$ cat src/rtl/decode_stage.sv
// decode_stage: single-cycle instruction decode register between fetch and execute.
// Splits an instruction word into ALU op, register indices, a sign-extended
// immediate and class flags, all registered with one cycle of latency.
// Execute stalls freeze the output register. A taken branch flushes the
// decoded instruction.
// Optional feature, controlled by the macro DECODE_HAZARD_EN: load-use hazard
// detection. When enabled, it inserts one bubble and asks fetch to hold
// while a load's destination is still being produced.
module decode_stage #(
  parameter int WORD = 32,
  parameter int ADDR = 16
) (
  input  logic            clk,
  input  logic            reset,
  input  logic            v_i,
  input  logic [WORD-1:0] inst_i,
  input  logic [ADDR-1:0] pc_i,
  input  logic            stall_i,
  input  logic            branch_i,
  output logic            stall_o,
  output logic            v_o,
  output logic [ADDR-1:0] pc_o,
  output logic [3:0]      alu_op_o,
  output logic [4:0]      rd_o,
  output logic [4:0]      rs_o,
  output logic [4:0]      rt_o,
  output logic [WORD-1:0] imm_o,
  output logic            use_imm_o,
  output logic            is_load_o,
  output logic            is_store_o,
  output logic            is_branch_o,
  output logic            reg_we_o
);

  localparam logic [1:0] CLS_ALU_REG = 2'b00;
  localparam logic [1:0] CLS_ALU_IMM = 2'b01;
  localparam logic [1:0] CLS_MEM     = 2'b10;
  localparam logic [1:0] CLS_BRANCH  = 2'b11;

  logic [1:0]      cls;
  logic [WORD-1:0] dec_imm;
  logic            dec_use_imm;
  logic            dec_load;
  logic            dec_store;
  logic            dec_branch;
  logic            dec_we;
  logic            hazard;

  // Sign-extend the 16-bit immediate field to the full data word.
  function automatic logic [WORD-1:0] sext16(input logic [15:0] val);
    return {{(WORD-16){val[15]}}, val};
  endfunction

  assign cls = inst_i[31:30];

  // Decode class flags and immediate from the incoming instruction.
  always_comb begin
    dec_imm     = sext16(inst_i[15:0]);
    dec_use_imm = 1'b0;
    dec_load    = 1'b0;
    dec_store   = 1'b0;
    dec_branch  = 1'b0;
    dec_we      = 1'b0;
    case (cls)
      CLS_ALU_REG: begin
        dec_we = 1'b1;
      end
      CLS_ALU_IMM: begin
        dec_use_imm = 1'b1;
        dec_we      = 1'b1;
      end
      CLS_MEM: begin
        dec_use_imm = 1'b1;
        if (inst_i[26]) begin
          dec_store = 1'b1;
        end else begin
          dec_load = 1'b1;
          dec_we   = 1'b1;
        end
      end
      CLS_BRANCH: begin
        dec_branch = 1'b1;
      end
      default: begin
        dec_we = 1'b0;
      end
    endcase
  end

`ifdef DECODE_HAZARD_EN
  logic src_match;

  // Load-use detection: the load held in the output register writes a source of inst_i.
  always_comb begin
    src_match = (inst_i[20:16] == rd_o) ||
                (((cls == CLS_ALU_REG) || (cls == CLS_BRANCH)) && (inst_i[15:11] == rd_o));
    if (v_o && is_load_o && (rd_o != 5'd0) && v_i && src_match) begin
      hazard = 1'b1;
    end else begin
      hazard = 1'b0;
    end
  end
`else
  // No hazard detection in this build; only the execute stall reaches fetch.
  always_comb begin
    hazard = 1'b0;
  end
`endif

  // Stall to fetch: downstream stall, or a load-use bubble unless a branch flushes anyway.
  always_comb begin
    stall_o = stall_i | (hazard & ~branch_i);
  end

  // Output register: hold on stall, drop valid on flush or bubble, otherwise capture.
  always_ff @(posedge clk or negedge reset) begin
    if (!reset) begin
      v_o         <= 1'b0;
      pc_o        <= '0;
      alu_op_o    <= 4'd0;
      rd_o        <= 5'd0;
      rs_o        <= 5'd0;
      rt_o        <= 5'd0;
      imm_o       <= '0;
      use_imm_o   <= 1'b0;
      is_load_o   <= 1'b0;
      is_store_o  <= 1'b0;
      is_branch_o <= 1'b0;
      reg_we_o    <= 1'b0;
    end else if (!stall_i) begin
      if (branch_i || hazard) begin
        v_o <= 1'b0;
      end else begin
        v_o         <= v_i;
        pc_o        <= pc_i;
        alu_op_o    <= inst_i[29:26];
        rd_o        <= inst_i[25:21];
        rs_o        <= inst_i[20:16];
        rt_o        <= inst_i[15:11];
        imm_o       <= dec_imm;
        use_imm_o   <= dec_use_imm;
        is_load_o   <= dec_load;
        is_store_o  <= dec_store;
        is_branch_o <= dec_branch;
        reg_we_o    <= dec_we;
      end
    end
  end

endmodule
$ cat config.mk
export PLATFORM = sky130hd
export DESIGN_NAME = decode_stage
export DESIGN_NICKNAME = d
export VERILOG_FILES = /design/src/rtl/decode_stage.sv
export SDC_FILE = /design/constraint.sdc
export NUM_CORES = 1
export LEC_CHECK = 0
export BUFFER_PORTS_ARGS = -buffer_cell sky130_fd_sc_hd__buf_2
export CAP_MARGIN = 15
export CORE_UTILIZATION = 47
export CTS_CLUSTER_DIAMETER = 50
export CTS_CLUSTER_SIZE = 40
export DETAILED_ROUTE_END_ITERATION = 8
export HOLD_SLACK_MARGIN = 0.12
export PLACE_DENSITY = 0.86
export REMOVE_ABC_BUFFERS = 1
export SYNTH_ARGS = -nofsm -noshare
export SYNTH_HDL_FRONTEND = slang
export SYNTH_SLANG_ARGS = --single-unit
$ cat constraint.sdc
create_clock -name clk -period 2 [get_ports clk]
set_input_delay 0 -clock clk [delete_from_list [all_inputs] [get_ports clk]]
set_output_delay 0 -clock clk [all_outputs]
set_load 0.05 [all_outputs]
==> Yosys cells after proc, flatten, opt, wreduce, memory -nomap -nowiden <==
Cells that the tools add are included.
{ "totals": {"out_inout_bits": 74, "in_bits": 53, "wordCells": 29, "ff_bits": 57} }
{ "classes": {"n_reduce_logical": 4, "n_eq_ne": 3, "bitwise": 2, "muxes": 8} }
{ "ops": {"columns": ["operator", "n"], "rows": [
  ["two-way mux 1 bit", 7],
  ["equality test 2 bit, second input constant", 2],
  ["OR reduction 2 bit", 2],
  ["equality test 2 x 1 -> 1 bit, second input constant", 1],
  ["logical NOT 2 bit", 1],
  ["NOT 1 bit", 2],
  ["one-hot mux 1 bit (2 select lines)", 1],
  ["AND reduction 2 bit", 1]
]} }

==> Depth between registers and ports, before layout <==
Gate-level depths: netlist (run 1).
{ "depth": {"depth_word": 3, "mapped_depth": 5, "ltp_nobuf": 5} }

==> Worst setup path before layout (run 1) <==
OpenSTA, ideal clock, no wires.
{ "synth_path": {"path_kind": "register to output", "from": "register rt_o[4] (netlist name)", "to": "output imm_o[16]", "path_buffers": 1, "setup_slack_ns": 0.817, "path_stages_with_launch": 2, "arrival_ns": 1.183, "cell_sequence": "dfrtp_1 buf_4"} }
{ "synth_rtl": {"columns": ["item", "line_no", "rtl"], "rows": [
  ["end, declared", "27", "output logic [WORD-1:0] imm_o,"]
]} }

==> flow_summary_export.csv, run 1 <==
group,metric,value,unit
timing,period_needed,1.289,ns
clocking,h-tree-depth,2,
global_routing,grtUsageMet3,6.410,%
clocking,clk_pin_slew_worst_paths,0.09,ns
clocking,clockRootBuffer,"clkbuf_8",
yosys,synth_seq_cells,52,
die,die_x,70.80,microns
power_and_ir_drop,intPower,1.910,mW
power_and_ir_drop,power_frac_comb,37.1,%
drt,drtIter0Drc,192,
critical_path,cpMaxStageDelayCell,"dfrtp_1",
finish,fillCellCount,309,
hold_path,hold_path_class,"input port to flop",
die,die-area,5013,sq um
global_routing,top_usage_layer,"met2",
global_routing,gr-total-overflow,0,
status,violations,"design-rule violations",
finish,stdcell_count,454,
drt,wl_per_cell,12.39,microns
placed_design,gp_congestion,0.7347,
clocking,postCtsSetupBuffers,0,
critical_path,worstPathMaxFanout,19,
die,fp.dieH,70.80,microns
critical_path,startpoint_type,"flop",
global_routing,grt_pass1_wl,9315,microns
drt,viasPerCell,4.648,
yosys,syn_area,2225,sq um
critical_path,cp.required,2.00,ns
global_routing,grt_pass1_vias,2040,
power_and_ir_drop,swShare,40.39,%
global_routing,use_met1,27.21,%
finish,syn_to_final_growth,49.61,%
placed_design,numPlacedInstances,395,
critical_path,critPathBufInv,1,
yosys,postSynthAreaPerCell,9.007,sq um
clocking,cts_max_path_buffers,2,
drt,num_vias,2110,
timing,fmax,775.9,MHz
die,core-area,4444,sq um
global_routing,grt_usage,23.97,%
global_routing,met2_usage,43.70,%
drt,drtPass1Iterations,7,
power_and_ir_drop,p_clk_share,23.6,%
die,start_util,50.06,%
timing,rsz0062_at_grt,"no",
yosys,yosysWarningCount,0,
timing,min_period_over_period,64.44,%
clocking,cts_resized,0,
clocking,clock_latency,0.29,ns
critical_path,crit_type,"flop to primary output",
global_routing,grt_antenna_before_repair,0,
timing,worst_pin_slew,0.9152,ns
drt,wl,5627,microns
finish,final_nets,458,
placed_design,dpl.hpwl,3266,microns
power_and_ir_drop,ir_drop,521.9,uV
power_and_ir_drop,fin_total_pwr,3.204,mW
finish,drive_above_1_share,34.83,%
drt,drc,26,
timing,finalSetupViolations,0,
critical_path,cp_top_family,"flip-flops",
critical_path,max_stage_delay,0.63,ns
timing,slew_headroom,38.99,%
yosys,synth_cells,247,
power_and_ir_drop,p_seq_share,39.3,%
die,pin_count,127,
finish,diodes,0,
power_and_ir_drop,power.leakage,1.951,nW
clocking,tritoncts,"yes",
timing,hold_violations,0,
placed_design,portBuffers,126,
critical_path,cp_cell_sequence,"buf_2",
timing,drv_slew,0,
yosys,synth_cell_types,15,
critical_path,cp-end-kind,"primary output",
clocking,cts_sinks,52,
status,status,"complete, but fails checks",
global_routing,grt_max_degree,53,
clocking,cts_buffers,5,
critical_path,cp.arrival,1.29,ns
timing,finClkSkew,0,ns
power_and_ir_drop,power_density,962.7,nW/um^2
power_and_ir_drop,power.switching,1.294,mW
flow_run,maxCapViolations,0,
drt,ant_nets,0,
die,rows,24,
yosys,yosysSeqAreaShare,58.49,%
[per-stage QoR]
stage	area (sq um)	setup slack [ns]	setup TNS (ns)	util [%]	hold slack [ns]
global placement	2691	0.8312	0	60.56	0.01830
CTS	3328	0.7226	0	74.89	0.1876
detailed placement	2691	0.7996	0	60.56	0.02983
global route	3328	0.6111	0	74.89	0.2085
finish	3328	0.7112	0	74.89	0.1987
floorplan	1968	-4.047	-69.95	-	-0.2956
[routing by layer]
layer	vias to the layer above	share of wire, %	wire length [microns]
li1	1026	-	-
met1	967	40	2252
met2	105	51	2842
met3	12	7.3	412
met4	0	2.1	119
met5	-	0	0
[power groups by stage]
stage	registers, mW	logic, mW	clock network [mW]
floorplan	1.93	0.135	0
global placement	1.27	1.09	0
detailed placement	1.28	1.10	0
CTS	1.26	1.18	0.779
global route	1.28	1.25	0.828
finish	1.26	1.19	0.757
[synth_stat cells]
cell type / instances / area share [%]
a21oi_1: 1 / 0.22
a22o_1: 1 / 0.39
buf_2: 4 / 0.90
buf_4: 24 / 8.1
buf_6: 5 / 2.5
dfrtp_1: 52 / 58
ha_1: 4 / 2.2
inv_1: 2 / 0.34
mux2_2: 1 / 0.51
nand2_1: 147 / 25
nand2b_1: 1 / 0.28
nor2_1: 1 / 0.17
nor2_2: 1 / 0.28
o21ai_1: 2 / 0.45
or2_1: 1 / 0.28
[registers in the layout (all words and copies together) (netlist names)]
register	count
v_o	1
use_imm_o	1
is_store_o	1
rs_o	5
is_branch_o	1
imm_o	11
rt_o	5
alu_op_o	4
reg_we_o	1
pc_o	16
rd_o	5
is_load_o	1
[final timing paths]
| path | slack (ns) | endpoint | cells past startpoint | startpoint |
|---|---|---|---|---|
| worst max-delay path | 0.71 | imm_o[30] | 1 | rt_o[4] |
| worst min-delay path | 0.20 | rd_o[2] | 5 | branch_i |
| worst max register to register | 0.74 | v_o | 2 | v_o |
| worst min register to register | 0.47 | alu_op_o[3] | 2 | alu_op_o[3] |
| max in group asynchronous | 1.02 | pc_o[2] | 3 | reset |
| min in group asynchronous | 0.24 | pc_o[9] | 2 | reset |
[cell type report]
cell class                      count  area (sq um)  share of cell area [%]
Clock buffer                        7         96.34                   2.895
Timing Repair Buffer              180          1164                   34.96
Tap cell                           52         65.06                   1.955
Multi-Input combinational cell    160         664.4                   19.96
Clock inverter                      1         30.03                  0.9023
Sequential cell                    52          1301                   39.10
Inverter                            2         7.507                  0.2256
[placed cells by master (no fill, tap or decap), types with 2 or more instances in the layout]
cell,synthesis,final
nand2_1,147,147
buf_2,4,126
dfrtp_1,52,52
dlygate4sd3_1,0,51
clkbuf_8,0,7
ha_1,4,4
buf_4,24,3
inv_1,2,2
o21ai_1,2,2
[logic make-up after synthesis]
kind of cell	Yosys count	share of synthesized area, %
compound gates	4	1.068
fa+ha+maj	4	2.250
buf+inv	35	11.87
flops	52	58.49
mux	1	0.5062
simple gates	151	25.82
[timing repair]
item                                    4_1_cts  5_1_grt
hold buffers                                 51        0
endpoints found under the setup margin        0        0
hold endpoints to repair                     76        0
Power figures use the tool's default switching activity.
==> inputs of run 2 (changes only) <==
ABC_AREA = 1   (was unset)
CORE_UTILIZATION = 44   (was 47)
PLACE_DENSITY = 0.81   (was 0.86)
clock period = 1.2 ns   (was 2 ns; I/O delays follow)
==> run 2 against run 1 <==
- the flow now finishes without violations
- utilization decreased by 4.8 points
- wire length increased by 6.4%
- synthesized cell count increased by 2.0%
- via count increased by 0.28%
- register-to-register slack got worse by 0.73 ns
- setup slack got worse by 0.70 ns
- worst hold slack got worse by 0.070 ns
- power increased by 59%
- clock power increased by 30%
- final cell count increased by 5.3%
- non-clock buffer count increased by 3
- critical endpoint is now v_o
- largest power group unchanged
==> flow_summary_export.csv, run 2 <==
group,metric,value,unit
status,status,"finished, final reports clean",
critical_path,worstPathMaxFanout,2,
yosys,synth_area_leader_cell,"dfrtp_1",
clocking,cts_buffers,5,
critical_path,crit_type,"flop to flop",
finish,diodes,0,
yosys,synth_cells,252,
finish,drive_above_1_share,34.06,%
yosys,yosys.area.top_type_share,57.97,%
die,start_util,46.60,%
yosys,yosysSeqAreaShare,57.97,%
die,die-area,5391,sq um
timing,worst_pin_slew,0.3075,ns
critical_path,reg2reg_slack,0.01,ns
critical_path,startpoint_type,"flop",
drt,wl_per_cell,12.53,microns
critical_path,crit_start,"v_o",
finish,final_core_util,70.10,%
power_and_ir_drop,ir_drop,828.5,uV
critical_path,timing.rr.start,"v_o",
placed_design,portBuffers,126,
critical_path,cp_cell_sequence,"nand2_1 > nand2_1 > dlygate4sd3_1",
power_and_ir_drop,power.leakage,1.980,nW
yosys,syn_area,2245,sq um
yosys,synth-edff-count,0,
finish,final_common_cell,"nand2_1",
timing,min_period_over_period,98.94,%
power_and_ir_drop,power_density,1507,nW/um^2
global_routing,gr-total-overflow,0,
die,pin_count,127,
power_and_ir_drop,p_seq_share,41.2,%
timing,slew_headroom,79.48,%
global_routing,grt_pass1_wl,9225,microns
flow_run,maxCapViolations,0,
drt,viasPerCell,4.427,
global_routing,grt_usage,22.84,%
timing,whs,0.1289,ns
die,rows,25,
finish,top_register,"pc_o",
finish,syn_to_final_growth,50.45,%
drt,wl,5989,microns
clocking,cts_sinks,52,
die,core-area,4817,sq um
drt,drtPass1Iterations,4,
yosys,synth_cell_types,12,
timing,fmax,842.3,MHz
drt,ant_nets,0,
yosys,synth-async-reset-ratio,100.0,%
placed_design,dpl.hpwl,3454,microns
critical_path,crit_top_cell,"nand2_1",
placed_design,postPlaceCellArea,2755,sq um
clocking,clk_pin_slew_worst_paths,0.08,ns
drt,drc,0,
finish,layout_common_cells,"nand2_1 (150), buf_2 (125), dlygate4sd3_1 (52), dfrtp_1 (51), clkbuf_8 (6)",
timing,rsz0062_at_grt,"yes",
yosys,synthFlopType,"dfrtp_1",
critical_path,endpoint,"v_o",
timing,drv_slew,0,
clocking,clock_latency,0.29,ns
yosys,synth_common_cells,"nand2_1 (150), dfrtp_1 (52), buf_4 (22)",
power_and_ir_drop,power.switching,2.157,mW
drt,num_vias,2116,
global_routing,grt_antenna_before_repair,0,
clocking,clockRootBuffer,"clkbuf_8",
global_routing,grt_max_degree,53,
placed_design,gp_congestion,0.7251,
yosys,yosysMostFrequentCell,"nand2_1",
finish,largest_reg_flops,16,
placed_design,numPlacedInstances,417,
drt,drtIter0Drc,96,
timing,hold_violations,0,
critical_path,cp-end-kind,"flop",
global_routing,grt_pass1_vias,2060,
yosys,postSynthAreaPerCell,8.907,sq um
critical_path,r2r_end,"v_o",
finish,final_nets,467,
die,fp.dieH,73.43,microns
critical_path,max_stage_delay,0.55,ns
power_and_ir_drop,intPower,2.933,mW
clocking,tritoncts,"yes",
yosys,yosysWarningCount,0,
critical_path,cpMaxStageDelayCell,"dlygate4sd3_1",
timing,finalSetupViolations,0,
timing,finClkSkew,0,ns
clocking,cts_max_path_buffers,2,
critical_path,cp_top_family,"buffers and inverters",
power_and_ir_drop,power_frac_comb,39.5,%
clocking,h-tree-depth,2,
critical_path,crit_cells,3,
hold_path,hold_path_class,"input port to flop",
finish,stdcell_count,478,
finish,reg_top3,"pc_o (16), imm_o (11)",
critical_path,cp.arrival,1.37,ns
critical_path,worstRegToRegCells,3,
die,die_x,73.43,microns
critical_path,cp.required,1.38,ns
critical_path,critPathBufInv,1,
power_and_ir_drop,swShare,42.38,%
timing,period_needed,1.187,ns
power_and_ir_drop,p_clk_share,19.3,%
yosys,synth.area.top_cells,"dfrtp_1 (58%), nand2_1 (25%), buf_4 (7.4%), buf_6 (3.5%), ha_1 (2.2%)",
finish,finalInstanceArea,3377,sq um
yosys,synth_seq_cells,52,
run 2: changes by cell type in the layout (fill, tap and decap cells not counted), sizes merged, moves of 2 or more:
cell,previous run,this run
inv,2,5
nor2,2,5
clkbuf,7,9
nand2,147,151
run 2: area by class of cell:
class,count,area (sq um)
multi-input cells,163,665.6
clock buffers,8,90.09
inverters,5,18.77
fillers,354,1440
well taps,67,83.83
flip-flops and latches,52,1303
repair buffers,183,1216
run 2: how the worst min path moves through the flow:
stage	from	end	slack, ns	cells past startpoint
6_report	inst_i[31]	use_imm_o	0.13	5
5_1_grt	inst_i[31]	use_imm_o	0.16	5
4_1_cts	inst_i[31]	use_imm_o	0.13	5
3_5_place_dp	reset	alu_op_o[3]	0.007	2
3_3_place_gp	reset	v_o	0.01	2
2_1_floorplan	reset	alu_op_o[0]	-0.30	0
run 2: per-stage QoR:
step                      total power [mW]  worst slack, ns  setup TNS [ns]
final                                5.091          0.01277               0
after floorplan                      3.391           -4.860          -85.16
after global placement               3.950           0.2961               0
after detailed placement             3.985           0.2656               0
after global routing                 5.338         -0.01786        -0.05241
after CTS                            5.103          0.06182               0
run 2: cells by family after synthesis:
group	Yosys count	share of synthesized area, %
AOI/OAI and AO/OA	2	0.4459
adders and majority gates	4	2.230
buffers and inverters	37	12.37
DFF	52	57.97
and+or+nand+nor	157	26.98
run 2: per-layer routing:
| layer | share of wire, % | GRT usage (%) | wire (microns) | vias to the layer above |
|---|---|---|---|---|
| li1 | - | - | - | 1042 |
| met2 | 55 | 45.37 | 3269 | 90 |
| met3 | 7.0 | 6.036 | 419 | 11 |
| met1 | 37 | 22.47 | 2223 | 973 |
| met5 | 0 | 0 | 0 | - |
| met4 | 1.3 | 7.906 | 76 | 0 |
run 2: tightest hold or removal path, delay by kind of cell:
kind	cells	cell delay, ns
buffers and inverters	2	0.18
adder cells (fa/ha/maj)	1	0.12
AND/OR/NAND/NOR	2	0.09
run 2: timing repair:
item,in CTS,in global routing
pin swaps,0,1
hold buffers,52,0
endpoints found under the hold margin,103,0
endpoints found under the setup margin,18,17
cloned,0,0
resized for setup,1,1
buffers inserted,0,1
run 2: power groups by stage:
stage	sequential (mW)	combinational, mW	clock, mW
after floorplan	3.17	0.223	0
after global placement	2.11	1.84	0
after detailed placement	2.12	1.86	0
after CTS	2.09	1.99	1.02
after global routing	2.13	2.12	1.09
final	2.10	2.01	0.982
==> inputs of run 3 (changes only) <==
PLACE_DENSITY = 0.89   (was 0.81)
==> run 3 against run 2 <==
- count of clock-buffer cells in the layout is the same
- worst hold slack gained 0.030 ns
- non-clock buffer count shrank 5
- global-route usage shrank 1.7 points
- critical path depth is the same
- power shrank 0.88%
- die area is the same
- register-to-register slack gained 0.05 ns
- maximum frequency grew 4.2%
- flip-flop and latch count is the same
- wire length shrank 3.4%
- cell area shrank 1.3%
- critical endpoint unchanged
==> flow_summary_export.csv, run 3 (same netlist as run 2, synthesis figures left out) <==
group,metric,value,unit
critical_path,cpMaxStageDelayCell,"dlygate4sd3_1",
drt,wl_per_cell,12.23,microns
critical_path,cp.arrival,1.31,ns
clocking,tritoncts,"yes",
clocking,h-tree-depth,2,
timing,finClkSkew,0,ns
clocking,cts_max_path_buffers,2,
critical_path,cp_cell_sequence,"nand2_1 > nand2_1 > dlygate4sd3_1",
global_routing,grt_pass1_wl,8659,microns
critical_path,critPathBufInv,1,
die,pin_count,127,
finish,diodes,0,
critical_path,endpoint,"v_o",
clocking,clockRootBuffer,"clkbuf_8",
drt,ant_nets,0,
finish,drive_above_1_share,33.74,%
die,start_util,46.60,%
drt,drtPass1Iterations,4,
placed_design,portBuffers,126,
placed_design,dpl.hpwl,3232,microns
timing,finalWorstSetupSlack,0.06063,ns
clocking,clock_latency,0.29,ns
timing,finalSetupViolations,0,
finish,stdcell_count,473,
drt,viasPerCell,4.474,
power_and_ir_drop,power_density,1514,nW/um^2
die,rows,25,
timing,hold_violations,0,
global_routing,grt_pass1_vias,2012,
critical_path,worstRegToRegCells,3,
clocking,clk_pin_slew_worst_paths,0.08,ns
hold_path,hold_path_class,"input port to flop",
critical_path,timing.rr.start,"v_o",
critical_path,crit_type,"flop to flop",
critical_path,worstPathMaxFanout,2,
timing,tns,0,ns
global_routing,grt_antenna_before_repair,0,
finish,top_register,"pc_o",
die,die_x,73.43,microns
flow_run,maxCapViolations,0,
drt,num_vias,2116,
drt,drc,0,
finish,fillCellCount,372,
critical_path,cp.required,1.37,ns
drt,wl,5784,microns
critical_path,r2r_end,"v_o",
timing,min_period_over_period,94.95,%
critical_path,max_stage_delay,0.54,ns
timing,worst_pin_slew,0.5190,ns
status,status,"finished, final reports clean",
critical_path,crit_top_cell,"nand2_1",
timing,period_needed,1.139,ns
placed_design,numPlacedInstances,415,
placed_design,gp_congestion,0.6534,
timing,rsz0062_at_grt,"no",
critical_path,reg2reg_slack,0.06,ns
timing,slew_headroom,65.40,%
finish,multiInputGateArea,665.6,sq um
critical_path,cp_top_family,"buffers and inverters",
drt,drtIter0Drc,193,
finish,largest_reg_flops,16,
placed_design,dp_slack,0.2012,ns
finish,syn_to_final_growth,48.44,%
finish,ff_latch_area,1303,sq um
global_routing,grt_usage,21.16,%
clocking,cts_sinks,52,
die,core-area,4817,sq um
die,fp.dieH,73.43,microns
power_and_ir_drop,fin_total_pwr,5.046,mW
critical_path,startpoint_type,"flop",
critical_path,cp-end-kind,"flop",
clocking,cts_buffers,5,
global_routing,gr-total-overflow,0,
finish,reg_top3,"pc_o (16), imm_o (11)",
hold_path,min_from,"inst_i[30]",
critical_path,crit_cells,3,
finish,final_common_cell,"nand2_1",
timing,fmax,877.7,MHz
global_routing,grt_max_degree,54,
timing,drv_slew,0,
finish,final_nets,462,
power_and_ir_drop,power.leakage,1.957,nW
finish,layout_common_cells,"nand2_1 (150), buf_2 (126), dfrtp_1 (51), dlygate4sd3_1 (50), clkbuf_8 (6)",
power_and_ir_drop,ir_drop,856.1,uV
critical_path,crit_start,"v_o",
die,die-area,5391,sq um
==> run 3: how the worst min path moves through the flow <==
stage                       end  slack (ns)  cells after the start
floorplan           alu_op_o[0]       -0.30                      0
global placement        pc_o[0]       0.008                      2
detailed placement     imm_o[2]       0.009                      2
CTS                 is_branch_o        0.12                      4
global route        is_branch_o        0.16                      4
finish              is_branch_o        0.16                      4
==> run 3: per-stage QoR <==
stage	hold WS, ns	area (sq um)	util, %
finish	0.1590	3332	69.17
global route	0.1640	3332	69.17
CTS	0.1219	3332	69.17
detailed placement	0.008928	2740	56.88
global placement	0.007907	2740	56.88
floorplan	-0.2956	1986	-
==> run 3: report_power, final <==
group | total [mW] | internal [mW] | switching, mW
clock network | 0.960 | 0.471 | 0.489
logic | 1.99 | 0.484 | 1.50
registers | 2.10 | 1.97 | 0.131
total | 5.05 | 2.92 | 2.12
==> run 3: layout make-up <==
class	count	area share, %
sequential	52	39.09
timing repair buffer	178	35.15
multi-input combinational	163	19.98
clock buffer	8	2.704
tap	67	2.516
inverter	5	0.5633
==> run 3: layer usage <==
| layer | up-vias | track usage [%] | part of all wire [%] | wire [microns] |
|---|---|---|---|---|
| li1 | 1035 | - | - | - |
| met1 | 980 | 22.69 | 39 | 2238 |
| met2 | 85 | 40.84 | 54 | 3139 |
| met3 | 16 | 3.567 | 4.8 | 275 |
| met4 | 0 | 8.547 | 2.3 | 131 |
| met5 | - | 0 | 0 | 0 |
==> run 3: what timing repair did <==
action / 4_1_cts / 5_1_grt
endpoints found under the hold margin: 103 / 0
gates resized for setup: 1 / 0
setup endpoints to repair: 18 / 0
hold buffers: 50 / 0
buffers inserted: 0 / 0
==> run 3: tightest hold or removal path, cell delays in order <==
cell,delay (ns)
buf_2,0.11
ha_1,0.14
nor2_1,0.05
nor2_1,0.09
